[src/rtl/audio_pkg.sv]
// Shared audio-path constants and the wave-capture state encoding.
// Pure declarations: no latency, no flow control.
package audio_pkg;

    localparam int AUDIO_SAMPLE_WIDTH = 16;
    localparam int WC_ADDR_WIDTH      = 8;
    localparam int WC_STORE_WIDTH     = 8;

    typedef enum logic [1:0] {
        WC_ARMED  = 2'd0,
        WC_ACTIVE = 2'd1,
        WC_WAIT   = 2'd2
    } wc_state_t;

endpackage

[src/rtl/zero_cross_detector.sv]
// Flags a negative-to-non-negative sample transition; combinational, same cycle as the strobe.
// No backpressure: previous-sample state advances on every strobe.
module zero_cross_detector (
    input  logic clk,
    input  logic reset,
    input  logic new_sample_ready,
    input  logic new_sample_sign,
    output logic rising_cross
);

    // Only the sign of the previous sample is ever consulted, so only it is kept.
    logic prev_sign_q;

    always_ff @(posedge clk or negedge reset) begin
        if (!reset) begin
            prev_sign_q <= 1'b0;
        end else if (new_sample_ready) begin
            prev_sign_q <= new_sample_sign;
        end
    end

    assign rising_cross = new_sample_ready && prev_sign_q && !new_sample_sign;

endmodule

[src/rtl/wave_capture.sv]
// Triggered capture of 2^ADDR_WIDTH samples into the hidden half of a ping-pong RAM; writes land 1 cycle after the strobe.
// No backpressure: the stream is never stalled, samples outside a capture are simply dropped.
module wave_capture
    import audio_pkg::*;
#(
    parameter int ADDR_WIDTH   = WC_ADDR_WIDTH,
    parameter int SAMPLE_WIDTH = AUDIO_SAMPLE_WIDTH,
    parameter int STORE_WIDTH  = WC_STORE_WIDTH
) (
    input  logic                    clk,
    input  logic                    reset,
    input  logic                    new_sample_ready,
    input  logic [SAMPLE_WIDTH-1:0] new_sample_in,
    input  logic                    wave_display_idle,
    output logic [ADDR_WIDTH:0]     write_address,
    output logic                    write_enable,
    output logic [STORE_WIDTH-1:0]  write_sample,
    output logic                    read_index,
    output logic                    capture_done
);

    wc_state_t               state_q, state_d;
    logic [ADDR_WIDTH-1:0]   index_q, index_d;
    logic                    read_index_q, read_index_d;
    logic                    wr_en_q, wr_en_d;
    logic [ADDR_WIDTH:0]     wr_addr_q, wr_addr_d;
    logic [STORE_WIDTH-1:0]  wr_sample_q, wr_sample_d;
    logic                    done_q, done_d;
    logic                    rising_cross;
    logic [STORE_WIDTH-1:0]  stored_sample;
    logic                    unused_low_bits;

    zero_cross_detector u_zero_cross (
        .clk              (clk),
        .reset            (reset),
        .new_sample_ready (new_sample_ready),
        .new_sample_sign  (new_sample_in[SAMPLE_WIDTH-1]),
        .rising_cross     (rising_cross)
    );

    // Offset binary: flip the sign bit of the top STORE_WIDTH bits.
    assign stored_sample   = {~new_sample_in[SAMPLE_WIDTH-1],
                              new_sample_in[SAMPLE_WIDTH-2:SAMPLE_WIDTH-STORE_WIDTH]};
    assign unused_low_bits = ^new_sample_in[SAMPLE_WIDTH-STORE_WIDTH-1:0];

    always_comb begin
        state_d      = state_q;
        index_d      = index_q;
        read_index_d = read_index_q;
        wr_en_d      = 1'b0;
        wr_addr_d    = wr_addr_q;
        wr_sample_d  = wr_sample_q;
        done_d       = 1'b0;

        unique case (state_q)
            WC_ARMED: begin
                if (rising_cross) begin
                    wr_en_d     = 1'b1;
                    wr_addr_d   = {~read_index_q, {ADDR_WIDTH{1'b0}}};
                    wr_sample_d = stored_sample;
                    index_d     = {{(ADDR_WIDTH-1){1'b0}}, 1'b1};
                    state_d     = WC_ACTIVE;
                end
            end
            WC_ACTIVE: begin
                if (new_sample_ready) begin
                    wr_en_d     = 1'b1;
                    wr_addr_d   = {~read_index_q, index_q};
                    wr_sample_d = stored_sample;
                    index_d     = index_q + 1'b1;
                    if (index_q == {ADDR_WIDTH{1'b1}}) begin
                        state_d = WC_WAIT;
                    end
                end
            end
            WC_WAIT: begin
                if (wave_display_idle) begin
                    read_index_d = ~read_index_q;
                    done_d       = 1'b1;
                    state_d      = WC_ARMED;
                end
            end
            default: begin
                state_d = WC_ARMED;
            end
        endcase
    end

    always_ff @(posedge clk or negedge reset) begin
        if (!reset) begin
            state_q      <= WC_ARMED;
            index_q      <= '0;
            read_index_q <= 1'b0;
            wr_en_q      <= 1'b0;
            wr_addr_q    <= '0;
            wr_sample_q  <= '0;
            done_q       <= 1'b0;
        end else begin
            state_q      <= state_d;
            index_q      <= index_d;
            read_index_q <= read_index_d;
            wr_en_q      <= wr_en_d;
            wr_addr_q    <= wr_addr_d;
            wr_sample_q  <= wr_sample_d;
            done_q       <= done_d;
        end
    end

    assign write_enable  = wr_en_q;
    assign write_address = wr_addr_q;
    assign write_sample  = wr_sample_q;
    assign read_index    = read_index_q;
    assign capture_done  = done_q;

endmodule

[config.mk]
export PLATFORM = sky130hd
export DESIGN_NAME = wave_capture
export DESIGN_NICKNAME = d
export VERILOG_FILES = /design/src/rtl/audio_pkg.sv /design/src/rtl/zero_cross_detector.sv /design/src/rtl/wave_capture.sv
export SDC_FILE = /design/constraint.sdc
export NUM_CORES = 1
export LEC_CHECK = 0
export CORE_MARGIN = 8
export CORE_UTILIZATION = 35
export CTS_CLUSTER_DIAMETER = 100
export CTS_CLUSTER_SIZE = 28
export DETAILED_ROUTE_END_ITERATION = 10
export PLACE_DENSITY = 0.72
export REMOVE_ABC_BUFFERS = 1
export SLEW_MARGIN = 10
export SYNTH_ARGS = -nofsm -noshare
export SYNTH_HDL_FRONTEND = slang
export SYNTH_SLANG_ARGS = --single-unit
[constraint.sdc]
create_clock -name clk -period 2.4 [get_ports clk]
set_clock_uncertainty 0.15 [all_clocks]
set_input_delay 0.48 -clock clk [delete_from_list [all_inputs] [get_ports clk]]
set_output_delay 0.48 -clock clk [all_outputs]
set_load 0.1 [all_outputs]
* After elaboration in Yosys (flattened, before gate mapping)
Cells that the tools add are included.
** Storage, ports and cells
- Register bits after elaboration :: 31
- Output and inout bits :: 20
- Word-level logic and storage cells :: 45
** Cells by class
- $add $sub $neg :: 1
- Eq/ne operators :: 7
- Multiplexer cells :: 19
- Bitwise gates (word level) :: 2
- Reductions and logical operators :: 8
** Operators with widths (count)
- 2-to-1 mux 8 bit :: 4
- case mux 8 bit (2 select lines) :: 2
- 2-to-1 mux 9 bit :: 2
- case mux 9 bit (2 select lines) :: 1
- adder 8 x 1 -> 8 bit (second input constant) :: 1
- == test 8 bit (second input constant) :: 1
- 2-to-1 mux 2 bit :: 4
- inequality test 2 bit (second input constant) :: 4
- case mux 2 bit (3 select lines) :: 1
- 2-to-1 mux 1 bit :: 4
- AND reduction 4 bit :: 1
- AND reduction 3 bit :: 1
- == test 2 x 1 -> 1 bit (second input constant) :: 1
- == test 2 bit (second input constant) :: 1
- logical AND 1 bit :: 2
- logical NOT 2 bit :: 1
- NOT 1 bit :: 2
- case mux 1 bit (2 select lines) :: 1
- AND reduction 2 bit :: 1
- nonzero test 2 bit :: 1
- logical NOT 1 bit :: 1

* Depth between registers and ports, before layout
- Depth in word-level cells :: 4
- Depth in mapped cells :: 6

* Hierarchy
Synthesis repeated with hierarchy kept, for this count alone.
** Unflattened totals
- Cells, all modules :: 121
- Area, all modules :: 1371.3 µm²
** By module, submodules not included
- wave_capture :: instances 1, cells an instance 118, area each 1321.3 µm², seq. area each 750.7 µm²
- zero_cross_detector :: instances 1, cells an instance 3, area each 50.0 µm², seq. area each 25.0 µm²

* Least setup slack after synthesis
No wires, ideal clock.
- Path kind :: in2reg
- From :: input port new_sample_in[15]
- To :: register wr_sample_q[6], in the netlist write_sample[6]
- Arrival :: 1.417 ns
- Required time :: 2.122 ns
- Path slack :: 0.704 ns
- Stages on the path :: 5
- Path buffers :: 1
- Path through :: nand2b_1 > a21o_4 > inv_2 > buf_6 > mux2_1
** Between the ends
- Word-level cells in the longest chain between the ends :: 4
** Ends and longest elaborated chain
- start, declared :: line wave_capture.sv:13 : input logic [SAMPLE_WIDTH-1:0] new_sample_in,
- logical NOT 1 bit :: line zero_cross_detector.sv:22 : assign rising_cross = new_sample_ready && prev_sign_q && !new_sample_sign;
- logical AND 1 bit :: line zero_cross_detector.sv:22
- inequality test 2 bit (no source line)
- AND reduction 3 bit (no source line)
- end signal, assigned :: line wave_capture.sv:104 : wr_sample_q <= wr_sample_d;
- end, declared :: line wave_capture.sv:27 : logic [STORE_WIDTH-1:0] wr_sample_q, wr_sample_d;
No other way between the ends.
A chain may end at the register's enable or synchronous reset.

* Final worst setup path
- From :: input port new_sample_ready
- To :: register index_q[4]
** Between the ends
- Word-level cells in the longest chain between the ends :: 4
** Ends and longest elaborated chain
- start, declared :: line wave_capture.sv:12 : input logic new_sample_ready,
- logical AND 1 bit (2 in series) :: line zero_cross_detector.sv:22
- inequality test 2 bit (no source line)
- AND reduction 3 bit (no source line) (*)
- end signal, assigned :: line wave_capture.sv:100 : index_q <= index_d;
- end, declared :: line wave_capture.sv:23 : logic [ADDR_WIDTH-1:0] index_q, index_d;
Every way passes the cells marked *; elsewhere a longest branch is shown, timed or not.

==> metrics.cfg <==
[worst_setup_path]
r2r_setup_slack_ps=590
crit_buf_inv=3
cpMostUsedCell=buf_4
cp_top_family=buffers and inverters
cp.arrival_ps=2050
r2r_cells=4
cp.required_ps=2450
r2r_start=state_q[0]$_DFFE_PN0P_
crit_chain=clkdlybuf4s50_1, buf_4, buf_4, nand4b_4, or3_1, a21oi_1
endpoint_kind=flop
startpoint_type=input port
slowest_delay_ps=570
crit_path_top_delay_cell=clkdlybuf4s50_1
crit_fanout=8
timing.rr.end=write_sample[1]$_DFFE_PN0P_
crit_type=input port to flop

[clock_tree]
cts_tree=yes
cts_resized=0
numCtsBuffers=5
path_clk_slew_ps=60
clock_path_buffers=2
cts-root-buf=clkbuf_8
htree_levels=2
clkLatencyLatePin_ps=280
ctsHoldBuffers=0
cts_setup_buffers=0
cts.sinks=31

[logic_synthesis]
synth_edf_count=0
syn_inst=118
ys_ff_latch=31
synth.most_common_cell=dfrtp_1
yosysTopAreaCellShare=0.551
synth_area_um2=1410
synth_common_cells=dfrtp_1, o21ai_0, inv_1
yosysWarningCount=0
synth_top_area_cell=dfrtp_1
syn_avg_cell_area_um2=11.9
yosysSeqAreaShare=0.551
synthTopCellsByArea=dfrtp_1, mux2_2, o21ai_0
async_flop_share=1.00
ys.flop_type=dfrtp_1
yosysUniqueCellTypes=33

[min_path]
holdPathEnd=write_sample[6]$_DFFE_PN0P_
hp-class=flop to flop
hp-start=write_sample[6]$_DFFE_PN0P_
hold_depth=1

[routing]
drt_iter0_drc=60
highest_layer=met4
wl_um=3050
drc=0
wl_met1_um=1280
antenna_left=0
drt-pass1-iter-count=5
vias=1043
wire_per_inst_um=14.6
met2_length_um=1410
met3_length_um=267
vias_per_cell=5.01

[timing]
finalSetupViolations=0
rsz0062_at_grt=false
max_freq_mhz=501
fin_ws_ps=404
slew_headroom=0.713
finalMaxSlewViolations=0
period_needed_ps=2000
finalHoldViolCount=0
finalCritPeriodShare=0.832
finalSetupTns_ps=0
tightest_slew_ps=429

[grt]
antenna_found_initial=0
grt_max_degree=32
grt_usage=0.104
gr-total-overflow=0
grt_pass1_wl_um=5170
grt_pass1_vias=1095

[pwr]
clkPwrFrac=0.175
p_per_area_nw_per_um2=1220
power_mw=2.22
p_int_mw=1.10
sw_frac_of_total=0.503
pwr-share-seq=0.351
leakagePower_nw=0.854
p_comb_frac=0.474
p_switching_mw=1.11
irDropWorstVdd_mv=0.737

[layout]
drive_gt1_frac=0.310
diodes=0
final_nets=178
fin_area_um2=1820
utilization=0.461
area_growth_syn_to_layout_pct=29.1

[placement]
place_ws_ps=125
port_buffers=31
hpwl_um=2280
gp_congestion=0.793
place_area_um2=1740

[die]
pin_count=40
coreArea_um2=3940
die_w_um=79.4
start_util=0.357
fp.dieH_um=79.4
dieArea_um2=6310
fp-row-count=23

[run]
drv_cap=0

[run_status]
status=completed

registers in the layout, indices dropped and copies added (netlist names):
name and flops:
write_sample 8, state_q 2, index_q 8, capture_done 1, write_enable 1, write_address 9, read_index 1, u_zero_cross.prev_sign_q 1
cells in the final DEF, fill, tap and decap left out, types with 2 or more instances in the layout:
cell type	instances
clkinv_2	3
nand4_1	2
clkbuf_8	5
clkdlybuf4s50_1	11
nand2_1	2
mux2i_1	4
nand4b_1	6
a21oi_1	3
nand3_1	2
or3_1	3
buf_4	26
mux2_2	7
inv_1	11
nor2_1	5
nand2b_1	2
o21ai_0	15
dfrtp_1	31
xor2_1	3
power groups by stage:
stage               combinational [mW]  clock [mW]  sequential, mW
detailed placement                1.06           0           0.782
floorplan                        0.213           0            1.36
global placement                  1.04           0           0.777
global route                      1.11       0.434           0.798
finish                            1.05       0.389           0.777
CTS                               1.06       0.403           0.776
worst register-to-register path, stage by stage, from the launching register on:
cell	delay [ps]
dfrtp_1	580
inv_1	180
a21o_4	260
inv_2	170
mux2_2	360
routing by layer:
metal / up-vias / GRT usage
li1: 494 / -
met1: 498 / 0.124
met2: 40 / 0.148
met3: 11 / 0.0541
met4: 0 / 0.0574
met5: - / 0
metrics by stage:
| stage | instances | hold WS [ps] |
|---|---|---|
| 2_1_floorplan | 113 | 34.4 |
| 4_1_cts | 208 | 342 |
| 3_3_place_gp | 200 | 323 |
| 3_5_place_dp | 200 | 327 |
| 6_report | 208 | 334 |
| 5_1_grt | 208 | 370 |
logic make-up after synthesis:
logic type | count (synthesis) | synth area share
fa+ha+maj | 1 | 0.00888
simple gates | 30 | 0.160
mux | 12 | 0.0924
buf+inv | 17 | 0.0613
compound gates | 24 | 0.108
xor+xnor | 3 | 0.0187
flops | 31 | 0.551
layout make-up:
| cell class | instances | area [µm²] |
|---|---|---|
| Fill cell | 364 | 2120 |
| Sequential cell | 31 | 776 |
| Multi-Input combinational cell | 70 | 547 |
| Timing Repair Buffer | 37 | 305 |
| Clock buffer | 5 | 68.8 |
| Tap cell | 50 | 62.6 |
| Inverter | 12 | 45.0 |
| Clock inverter | 3 | 15.0 |
how the worst max path moves through the flow:
stage          cells after the start              startpoint                           to
2_1_floorplan                      4  state_q[0]$_DFFE_PN0P_  write_sample[0]$_DFFE_PN0P_
3_3_place_gp                       5        new_sample_ready       index_q[5]$_DFFE_PN0P_
3_5_place_dp                       6        new_sample_ready       index_q[4]$_DFFE_PN0P_
4_1_cts                            6        new_sample_ready       index_q[4]$_DFFE_PN0P_
5_1_grt                            6        new_sample_ready       index_q[6]$_DFFE_PN0P_
6_report                           6        new_sample_ready       index_q[4]$_DFFE_PN0P_
(Power assumes the default switching activity.)
